$ cat src/rtl/sd_pkg.sv
// ----------------------------------------------------------------------------
// sd_pkg
// Shared definitions for the 1011 pattern transmitter and detector.
//   state_t      : one-hot transmitter states (IDLE, SEND, GAP, DONE)
//   PATTERN_1011 : default serial pattern, sent MSB first
// ----------------------------------------------------------------------------
package sd_pkg;

  // One-hot encoding keeps every output decode down to a single state bit.
  typedef enum logic [3:0] {
    IDLE = 4'b0001,
    SEND = 4'b0010,
    GAP  = 4'b0100,
    DONE = 4'b1000
  } state_t;

  localparam logic [3:0] PATTERN_1011 = 4'b1011;

endpackage

$ cat src/rtl/sd1011_pattern_tx_if.sv
// ----------------------------------------------------------------------------
// sd1011_pattern_tx_if
// Control and serial-data bundle of the pattern transmitter.
//   start, repeat_n, gap, abort      : requests from the controlling side
//   dout, dout_valid, frame_start,
//   busy, done                       : serial stream and status back
// modport master : the side issuing requests (bench / controller)
// modport slave  : the transmitter itself
// ----------------------------------------------------------------------------
interface sd1011_pattern_tx_if #(
  parameter int CNT_W = 8,
  parameter int GAP_W = 4
);

  logic             start;
  logic [CNT_W-1:0] repeat_n;
  logic [GAP_W-1:0] gap;
  logic             abort;
  logic             dout;
  logic             dout_valid;
  logic             frame_start;
  logic             busy;
  logic             done;

  modport master (
    output start, repeat_n, gap, abort,
    input  dout, dout_valid, frame_start, busy, done
  );

  modport slave (
    input  start, repeat_n, gap, abort,
    output dout, dout_valid, frame_start, busy, done
  );

endinterface

$ cat src/rtl/sd_piso_shreg.sv
// ----------------------------------------------------------------------------
// sd_piso_shreg
// W-bit parallel-load / serial-out shift register, MSB first.
//   clk, reset : clock and asynchronous active-high reset
//   load       : capture pin (takes priority over shift)
//   shift      : move one bit towards the MSB, filling with 0
//   pin        : parallel load value
//   sout       : current MSB, straight from a flop
// ----------------------------------------------------------------------------
module sd_piso_shreg #(
  parameter int W = 4
) (
  input  logic         clk,
  input  logic         reset,
  input  logic         load,
  input  logic         shift,
  input  logic [W-1:0] pin,
  output logic         sout
);

  logic [W-1:0] shreg_q;

  // Load wins over shift so a back-to-back reload never loses the new MSB.
  always_ff @(posedge clk or posedge reset) begin
    if (reset) begin
      shreg_q <= '0;
    end else if (load) begin
      shreg_q <= pin;
    end else if (shift) begin
      shreg_q <= {shreg_q[W-2:0], 1'b0};
    end
  end

  assign sout = shreg_q[W-1];

endmodule

$ cat src/rtl/sd1011_pattern_tx.sv
// ----------------------------------------------------------------------------
// sd1011_pattern_tx
// Serial pattern transmitter feeding the 1011 sequence detector. Sends
// PATTERN MSB first, repeat_n times (0 counts as 1), with gap idle-zero
// cycles between consecutive patterns.
//   clk, reset : clock and asynchronous active-high reset
//   bus        : slave side of sd1011_pattern_tx_if
//                start/repeat_n/gap/abort in, dout/dout_valid/
//                frame_start/busy/done out
// ----------------------------------------------------------------------------
module sd1011_pattern_tx
  import sd_pkg::*;
#(
  parameter int               PAT_W   = 4,
  parameter logic [PAT_W-1:0] PATTERN = PAT_W'(PATTERN_1011),
  parameter int               CNT_W   = 8,
  parameter int               GAP_W   = 4
) (
  input  logic                 clk,
  input  logic                 reset,
  sd1011_pattern_tx_if.slave   bus
);

  localparam int               IDX_W   = $clog2(PAT_W);
  localparam logic [IDX_W-1:0] IDX_MSB = IDX_W'(PAT_W - 1);

  state_t             state_q, state_d;
  logic [CNT_W-1:0]   rem_q, rem_d;
  logic [GAP_W-1:0]   gap_q, gap_d;
  logic [GAP_W-1:0]   gap_cnt_q, gap_cnt_d;
  logic [IDX_W-1:0]   bit_idx_q, bit_idx_d;
  logic               sh_load;
  logic               sh_shift;
  logic [PAT_W-1:0]   sh_pin;
  logic               sh_out;

  // The shifter holds zeros outside SEND, so its MSB is directly dout.
  sd_piso_shreg #(.W(PAT_W)) u_shreg (
    .clk   (clk),
    .reset (reset),
    .load  (sh_load),
    .shift (sh_shift),
    .pin   (sh_pin),
    .sout  (sh_out)
  );

  // State register.
  always_ff @(posedge clk or posedge reset) begin
    if (reset) begin
      state_q <= IDLE;
    end else begin
      state_q <= state_d;
    end
  end

  // Counters: remaining patterns, latched gap length, gap and bit position.
  always_ff @(posedge clk or posedge reset) begin
    if (reset) begin
      rem_q     <= '0;
      gap_q     <= '0;
      gap_cnt_q <= '0;
      bit_idx_q <= '0;
    end else begin
      rem_q     <= rem_d;
      gap_q     <= gap_d;
      gap_cnt_q <= gap_cnt_d;
      bit_idx_q <= bit_idx_d;
    end
  end

  // Next-state and shifter control. Every exit from SEND/GAP that is not a
  // reload clears the shifter so dout drops to 0 on the following cycle.
  always_comb begin
    state_d   = state_q;
    rem_d     = rem_q;
    gap_d     = gap_q;
    gap_cnt_d = gap_cnt_q;
    bit_idx_d = bit_idx_q;
    sh_load   = 1'b0;
    sh_shift  = 1'b0;
    sh_pin    = '0;
    unique case (state_q)
      IDLE: begin
        if (bus.start) begin
          rem_d     = (bus.repeat_n == '0) ? CNT_W'(1) : bus.repeat_n;
          gap_d     = bus.gap;
          sh_load   = 1'b1;
          sh_pin    = PATTERN;
          bit_idx_d = IDX_MSB;
          state_d   = SEND;
        end
      end
      SEND: begin
        if (bus.abort) begin
          sh_load   = 1'b1;
          rem_d     = '0;
          bit_idx_d = '0;
          state_d   = IDLE;
        end else if (bit_idx_q == '0) begin
          // LSB just went out: count this pattern, saturating at zero.
          rem_d = (rem_q == '0) ? '0 : rem_q - CNT_W'(1);
          if (rem_q <= CNT_W'(1)) begin
            sh_load = 1'b1;
            state_d = DONE;
          end else if (gap_q == '0) begin
            sh_load   = 1'b1;
            sh_pin    = PATTERN;
            bit_idx_d = IDX_MSB;
          end else begin
            sh_load   = 1'b1;
            gap_cnt_d = gap_q;
            state_d   = GAP;
          end
        end else begin
          sh_shift  = 1'b1;
          bit_idx_d = bit_idx_q - IDX_W'(1);
        end
      end
      GAP: begin
        if (bus.abort) begin
          rem_d     = '0;
          gap_cnt_d = '0;
          state_d   = IDLE;
        end else if (gap_cnt_q <= GAP_W'(1)) begin
          gap_cnt_d = '0;
          sh_load   = 1'b1;
          sh_pin    = PATTERN;
          bit_idx_d = IDX_MSB;
          state_d   = SEND;
        end else begin
          gap_cnt_d = gap_cnt_q - GAP_W'(1);
        end
      end
      DONE: begin
        state_d = IDLE;
      end
      default: begin
        state_d = IDLE;
      end
    endcase
  end

  assign bus.dout        = sh_out;
  assign bus.dout_valid  = (state_q == SEND);
  assign bus.frame_start = (state_q == SEND) && (bit_idx_q == IDX_MSB);
  assign bus.busy        = (state_q == SEND) || (state_q == GAP);
  assign bus.done        = (state_q == DONE);

endmodule

$ cat src/flat_wrapper.sv
// flat-port wrapper written by rule: the top's interface ports become plain ports
module sd1011_pattern_tx_flat import sd_pkg::*;
#(
  parameter int               PAT_W   = 4,
  parameter logic [PAT_W-1:0] PATTERN = PAT_W'(PATTERN_1011),
  parameter int               CNT_W   = 8,
  parameter int               GAP_W   = 4
)
  (clk, reset, bus_start, bus_repeat_n, bus_gap, bus_abort, bus_dout, bus_dout_valid, bus_frame_start, bus_busy, bus_done);
  sd1011_pattern_tx_if #(.CNT_W(CNT_W), .GAP_W(GAP_W)) bus_i ();
  input  logic clk;
  input  logic reset;
  input wire logic [$bits(bus_i.start)-1:0] bus_start;
  input wire logic [$bits(bus_i.repeat_n)-1:0] bus_repeat_n;
  input wire logic [$bits(bus_i.gap)-1:0] bus_gap;
  input wire logic [$bits(bus_i.abort)-1:0] bus_abort;
  output wire logic [$bits(bus_i.dout)-1:0] bus_dout;
  output wire logic [$bits(bus_i.dout_valid)-1:0] bus_dout_valid;
  output wire logic [$bits(bus_i.frame_start)-1:0] bus_frame_start;
  output wire logic [$bits(bus_i.busy)-1:0] bus_busy;
  output wire logic [$bits(bus_i.done)-1:0] bus_done;
  assign bus_i.start = bus_start;
  assign bus_i.repeat_n = bus_repeat_n;
  assign bus_i.gap = bus_gap;
  assign bus_i.abort = bus_abort;
  assign bus_dout = bus_i.dout;
  assign bus_dout_valid = bus_i.dout_valid;
  assign bus_frame_start = bus_i.frame_start;
  assign bus_busy = bus_i.busy;
  assign bus_done = bus_i.done;
  sd1011_pattern_tx #(.PAT_W(PAT_W), .PATTERN(PATTERN), .CNT_W(CNT_W), .GAP_W(GAP_W)) u_core (.clk(clk), .reset(reset), .bus(bus_i));
endmodule
$ cat config.mk
export PLATFORM = sky130hd
export DESIGN_NAME = sd1011_pattern_tx_flat
export DESIGN_NICKNAME = d
export VERILOG_FILES = /design/src/rtl/sd_pkg.sv /design/src/rtl/sd1011_pattern_tx_if.sv /design/src/rtl/sd_piso_shreg.sv /design/src/rtl/sd1011_pattern_tx.sv /design/src/flat_wrapper.sv
export SDC_FILE = /design/constraint.sdc
export NUM_CORES = 1
export LEC_CHECK = 0
export BUFFER_PORTS_ARGS = -buffer_cell sky130_fd_sc_hd__buf_2
export CAP_MARGIN = 15
export CORE_ASPECT_RATIO = 1.5
export CORE_MARGIN = 5
export CORE_UTILIZATION = 49
export CTS_CLUSTER_SIZE = 12
export DETAILED_ROUTE_END_ITERATION = 8
export PLACE_DENSITY = 0.78
export REMOVE_ABC_BUFFERS = 1
export SYNTH_ARGS = -nofsm -noshare
export SYNTH_HDL_FRONTEND = slang
export SYNTH_SLANG_ARGS = --single-unit
$ cat constraint.sdc
create_clock -name clk -period 4.12 [get_ports clk]
set_input_delay 0.206 -clock clk [delete_from_list [all_inputs] [get_ports clk]]
set_output_delay 0.206 -clock clk [all_outputs]
set_load 0.05 [all_outputs]
==> report_table.html <==
<table>
<tr><th>Metric</th><th>Value</th></tr>
<tr><th colspan="2">Run status</th></tr>
<tr><td>Status</td><td>completed</td></tr>
<tr><th colspan="2">Placed design</th></tr>
<tr><td># placed instances</td><td>between 200 and 250</td></tr>
<tr><td>Detail Placement HPWL</td><td>between 2 and 3 mm</td></tr>
<tr><td>Final weighted congestion of routability-driven global placement</td><td>0.824</td></tr>
<tr><td>Area after DPL</td><td>about 0.0017 mm^2</td></tr>
<tr><td>Worst slack at placement</td><td>~1.9 ns</td></tr>
<tr><td>Buffers on Ports</td><td>20</td></tr>
<tr><th colspan="2">Setup path</th></tr>
<tr><td>Worst setup path class</td><td>reg2out</td></tr>
<tr><td>Data required, critical path</td><td>a little under 4 ns</td></tr>
<tr><td>Worst reg-to-reg setup slack</td><td>approximately 1.9 ns</td></tr>
<tr><td>Ordered cell list for the critical path</td><td>or4b_1 -&gt; inv_2 -&gt; and2_1 -&gt; buf_2</td></tr>
<tr><td>Beginning of the critical path</td><td>u_core.state_q[3]</td></tr>
<tr><td>Critical path buffers and inverters</td><td>2</td></tr>
<tr><td>Maximum single-stage delay on the critical path</td><td>between 0.7 and 0.8 ns</td></tr>
<tr><td>Max stage delay cell, worst path</td><td>sky130_fd_sc_hd__or4b_1</td></tr>
<tr><td>Nature of the critical path endpoint</td><td>primary output</td></tr>
<tr><td>Element type at the critical path start</td><td>flip-flop</td></tr>
<tr><td>Largest fanout of any net on the critical path</td><td>12</td></tr>
<tr><td>Depth of the worst register-to-register path</td><td>6</td></tr>
<tr><td>Worst reg2reg path startpoint</td><td>u_core.state_q[3]</td></tr>
<tr><td>Top Family by Delay on Critical Path</td><td>simple AND/OR/NAND/NOR gates</td></tr>
<tr><td>R2R Path End</td><td>u_core.rem_q[1]</td></tr>
<tr><td>Worst EP arrival</td><td>around 2.1 ns</td></tr>
<tr><th colspan="2">Synth</th></tr>
<tr><td>Number of library cell types mapped by synthesis</td><td>roughly 50</td></tr>
<tr><td>Mapped Area</td><td>between 0.0015 and 0.002 mm^2</td></tr>
<tr><td>Library cell with the highest instance count after synthesis</td><td>sky130_fd_sc_hd__dfrtp_1</td></tr>
<tr><td>Synth Area per Inst</td><td>about 9.4 um^2</td></tr>
<tr><td>Cell taking the most area after synthesis</td><td>sky130_fd_sc_hd__dfrtp_1</td></tr>
<tr><td>Number of synthesized flops with an enable pin</td><td>0</td></tr>
<tr><td>Most instantiated cells after synthesis</td><td>25 x sky130_fd_sc_hd__dfrtp_1, 19 x sky130_fd_sc_hd__nor2_1, 14 x sky130_fd_sc_hd__o21ai_0</td></tr>
<tr><td>Yosys top cell area share</td><td>about 39%</td></tr>
<tr><td>Ys Warns</td><td>0</td></tr>
<tr><td>Largest cells by area after synthesis</td><td>sky130_fd_sc_hd__dfrtp_1 39%, sky130_fd_sc_hd__ha_1 4.7%, sky130_fd_sc_hd__nor2_1 4.5%</td></tr>
<tr><td>Flip-flop and latch count after synthesis</td><td>26</td></tr>
<tr><td>Main flop type after synthesis</td><td>sky130_fd_sc_hd__dfrtp_1</td></tr>
<tr><td>Cells after Synth</td><td>168</td></tr>
<tr><td>Sequential share of the synthesized area</td><td>between 40% and 50%</td></tr>
<tr><td>Share of async-settable or async-resettable flops after synthesis</td><td>100%</td></tr>
<tr><th colspan="2">Detailed routing</th></tr>
<tr><td>Vias per cell</td><td>6.25</td></tr>
<tr><td>Aggregate routed wire length</td><td>approximately 3.7 mm</td></tr>
<tr><td>Drt initial violations</td><td>59</td></tr>
<tr><td>Routed wire length per instance</td><td>between 15 and 20 um</td></tr>
<tr><td>Antenna-violating nets left</td><td>0</td></tr>
<tr><td>First-pass iteration count of the detailed router</td><td>4</td></tr>
<tr><td>DRC errors left</td><td>0</td></tr>
<tr><td>Number of vias in the routed layout</td><td>about 1400</td></tr>
<tr><th colspan="2">STA</th></tr>
<tr><td>Finish-stage setup viols</td><td>0</td></tr>
<tr><td>Worst Hold Slack</td><td>0.151 ns</td></tr>
<tr><td>Hold Fails Final Rpt</td><td>0</td></tr>
<tr><td>Setup ws final</td><td>1.84 ns</td></tr>
<tr><td>Sum of negative setup slack</td><td>0 ns</td></tr>
<tr><td>Part of the cycle the worst path needs</td><td>55.2%</td></tr>
<tr><td>Worst slew pin tran</td><td>approximately 0.99 ns</td></tr>
<tr><td>Worst relative slew slack</td><td>33.7%</td></tr>
<tr><td>Clk_skew</td><td>approximately 0.0044 ns</td></tr>
<tr><td>Min Clock Period, post-route</td><td>about 2.3 ns</td></tr>
<tr><td>RSZ-0062 raised after global routing</td><td>no</td></tr>
<tr><td>Highest clock frequency the design can meet</td><td>between 0.4 and 0.5 GHz</td></tr>
<tr><td>Number of pins with negative max-slew slack in the final report</td><td>0</td></tr>
<tr><th colspan="2">Clocking</th></tr>
<tr><td>Clock Latency Late Sink</td><td>approximately 0.27 ns</td></tr>
<tr><td>CTS clk-pin slew, worst paths</td><td>~0.090 ns</td></tr>
<tr><td>Buffer count from post-CTS setup fixing</td><td>0</td></tr>
<tr><td>Root buf cell</td><td>sky130_fd_sc_hd__clkbuf_8</td></tr>
<tr><td>TritonCTS clock tree</td><td>built</td></tr>
<tr><td>Clock Path Buffers</td><td>2</td></tr>
<tr><td>Number of H-tree branching levels</td><td>1</td></tr>
<tr><td># resized after CTS</td><td>0</td></tr>
<tr><td>Number of buffers inserted by hold repair at cts</td><td>0</td></tr>
<tr><td>Clock sink count</td><td>26</td></tr>
<tr><td>Cts bufs inserted</td><td>3</td></tr>
<tr><th colspan="2">Die</th></tr>
<tr><td>Die boundary width</td><td>56.4 um</td></tr>
<tr><td>Placeable Area</td><td>around 0.0031 mm^2</td></tr>
<tr><td>Area of the die</td><td>about 0.0045 mm^2</td></tr>
<tr><td>Die Y</td><td>roughly 80 um</td></tr>
<tr><td>Io pins</td><td>21</td></tr>
<tr><td>Starting density of the core</td><td>50.7%</td></tr>
<tr><td>Std cell rows</td><td>25</td></tr>
<tr><th colspan="2">Finish</th></tr>
<tr><td>Number of standard cells in the layout, taps in and fillers out</td><td>approximately 230</td></tr>
<tr><td>Final core utilization</td><td>~56%</td></tr>
<tr><td>Area of all placed cells without fillers</td><td>0.00174 mm^2</td></tr>
<tr><td>Final layout net count</td><td>around 210</td></tr>
<tr><td>Fraction of final layout cells sized beyond drive strength 1</td><td>between 20% and 30%</td></tr>
<tr><td>Storage element area</td><td>~650 um^2</td></tr>
<tr><td>Area growth, synth to finish</td><td>9.79%</td></tr>
<tr><td>Multi-input gate area</td><td>846 um^2</td></tr>
<tr><td>Antenna fix cells</td><td>0</td></tr>
<tr><td>Count of filler cells inserted in the layout</td><td>slightly below 300</td></tr>
<tr><th colspan="2">Power</th></tr>
<tr><td>Share of total power in combinational logic</td><td>about two fifths</td></tr>
<tr><td>Power Dens Cells</td><td>614 mW/mm^2</td></tr>
<tr><td>Leak pwr</td><td>~0.77 nW</td></tr>
<tr><td>Power share of the sequential group</td><td>between 40% and 50%</td></tr>
<tr><td>Sw Pwr</td><td>roughly 460 uW</td></tr>
<tr><td>Switching share of total power</td><td>42.7%</td></tr>
<tr><td>Cell Int Power</td><td>about 600 uW</td></tr>
<tr><td>Overall power after layout</td><td>1.07 mW</td></tr>
<tr><td>Clock Power Share</td><td>about 15%</td></tr>
<tr><td>Largest vdd supply drop</td><td>roughly 0.34 mV</td></tr>
<tr><th colspan="2">Hold path</th></tr>
<tr><td>Hold Crit Class</td><td>in2async</td></tr>
<tr><th colspan="2">Global routing</th></tr>
<tr><td>Maximum number of pins on one net before global-route repair</td><td>27</td></tr>
<tr><td>Overflow left after global routing</td><td>0</td></tr>
<tr><td>Initial antenna violation count</td><td>0</td></tr>
<tr><td>Vias in the first global route</td><td>1421</td></tr>
<tr><td>First-pass GRT wire length</td><td>about 6.3 mm</td></tr>
<tr><td>Overall global routing resource usage</td><td>17.5%</td></tr>
<tr><th colspan="2">Flow run</th></tr>
<tr><td>Max-cap check violation count</td><td>0</td></tr>
</table>
==> power groups by stage <==
| stage | combinational [mW] | clock, mW | sequential [mW] |
|---|---|---|---|
| detailed placement | 0.419 | 0 | 0.486 |
| finish | 0.419 | 0.164 | 0.485 |
| CTS | 0.421 | 0.167 | 0.481 |
| global placement | 0.391 | 0 | 0.477 |
| floorplan | 0.308 | 0 | 0.469 |
| global route | 0.475 | 0.177 | 0.501 |
==> area by class of cell <==
class / instances / area share, %
clock buffers: 4 / 3.16
multi-input cells: 126 / 48.6
well taps: 40 / 2.88
repair buffers: 20 / 5.75
inverters: 10 / 2.16
flip-flops and latches: 26 / 37.5
==> cells in the final DEF, fill, tap and decap left out, types with 2 or more instances in the layout <==
master,count
sky130_fd_sc_hd__a211oi_1,4
sky130_fd_sc_hd__a21oi_1,12
sky130_fd_sc_hd__a32oi_1,3
sky130_fd_sc_hd__buf_2,20
sky130_fd_sc_hd__clkbuf_8,4
sky130_fd_sc_hd__dfrtp_1,25
sky130_fd_sc_hd__ha_1,6
sky130_fd_sc_hd__inv_1,9
sky130_fd_sc_hd__mux2_2,4
sky130_fd_sc_hd__nand2_1,7
sky130_fd_sc_hd__nand2b_1,2
sky130_fd_sc_hd__nand3_1,4
sky130_fd_sc_hd__nor2_1,19
sky130_fd_sc_hd__nor3_1,8
sky130_fd_sc_hd__nor4_1,5
sky130_fd_sc_hd__nor4_2,2
sky130_fd_sc_hd__o21ai_0,14
sky130_fd_sc_hd__o21ai_1,2
sky130_fd_sc_hd__o21bai_1,2
sky130_fd_sc_hd__o2bb2ai_1,2
sky130_fd_sc_hd__or2_2,2
sky130_fd_sc_hd__or4_1,2
sky130_fd_sc_hd__or4b_1,2
==> layer usage <==
layer	global-route usage (%)	vias up	part of all wire [%]
met1	18.3	683	37
met5	0	-	0
li1	-	667	-
met4	8.79	0	2.4
met2	32.6	50	56
met3	3.07	12	5.0
==> worst max-delay path by stage <==
stage	to	slack (ns)	cells after the start
6_report	bus_frame_start	1.84	4
3_5_place_dp	u_core.rem_q[1]	1.91	6
5_1_grt	u_core.rem_q[1]	1.71	6
4_1_cts	bus_frame_start	1.87	4
3_3_place_gp	u_core.rem_q[1]	1.97	6
2_1_floorplan	bus_done	1.84	1
==> state kept, by name (all words and copies together) (netlist names) <==
| register | cells |
|---|---|
| u_core.bit_idx_q | 2 |
| u_core.gap_cnt_q | 4 |
| u_core.gap_q | 4 |
| u_core.rem_q | 8 |
| u_core.state_q | 4 |
| u_core.u_shreg.shreg_q | 4 |
==> logic make-up after synthesis <==
logic type,synth area share [%]
fa+ha+maj,4.74
xor+xnor,0.553
mux,2.84
compound gates,24.3
simple gates,20.9
flops,41.1
buf+inv,5.52
(Power assumes the default switching activity.)
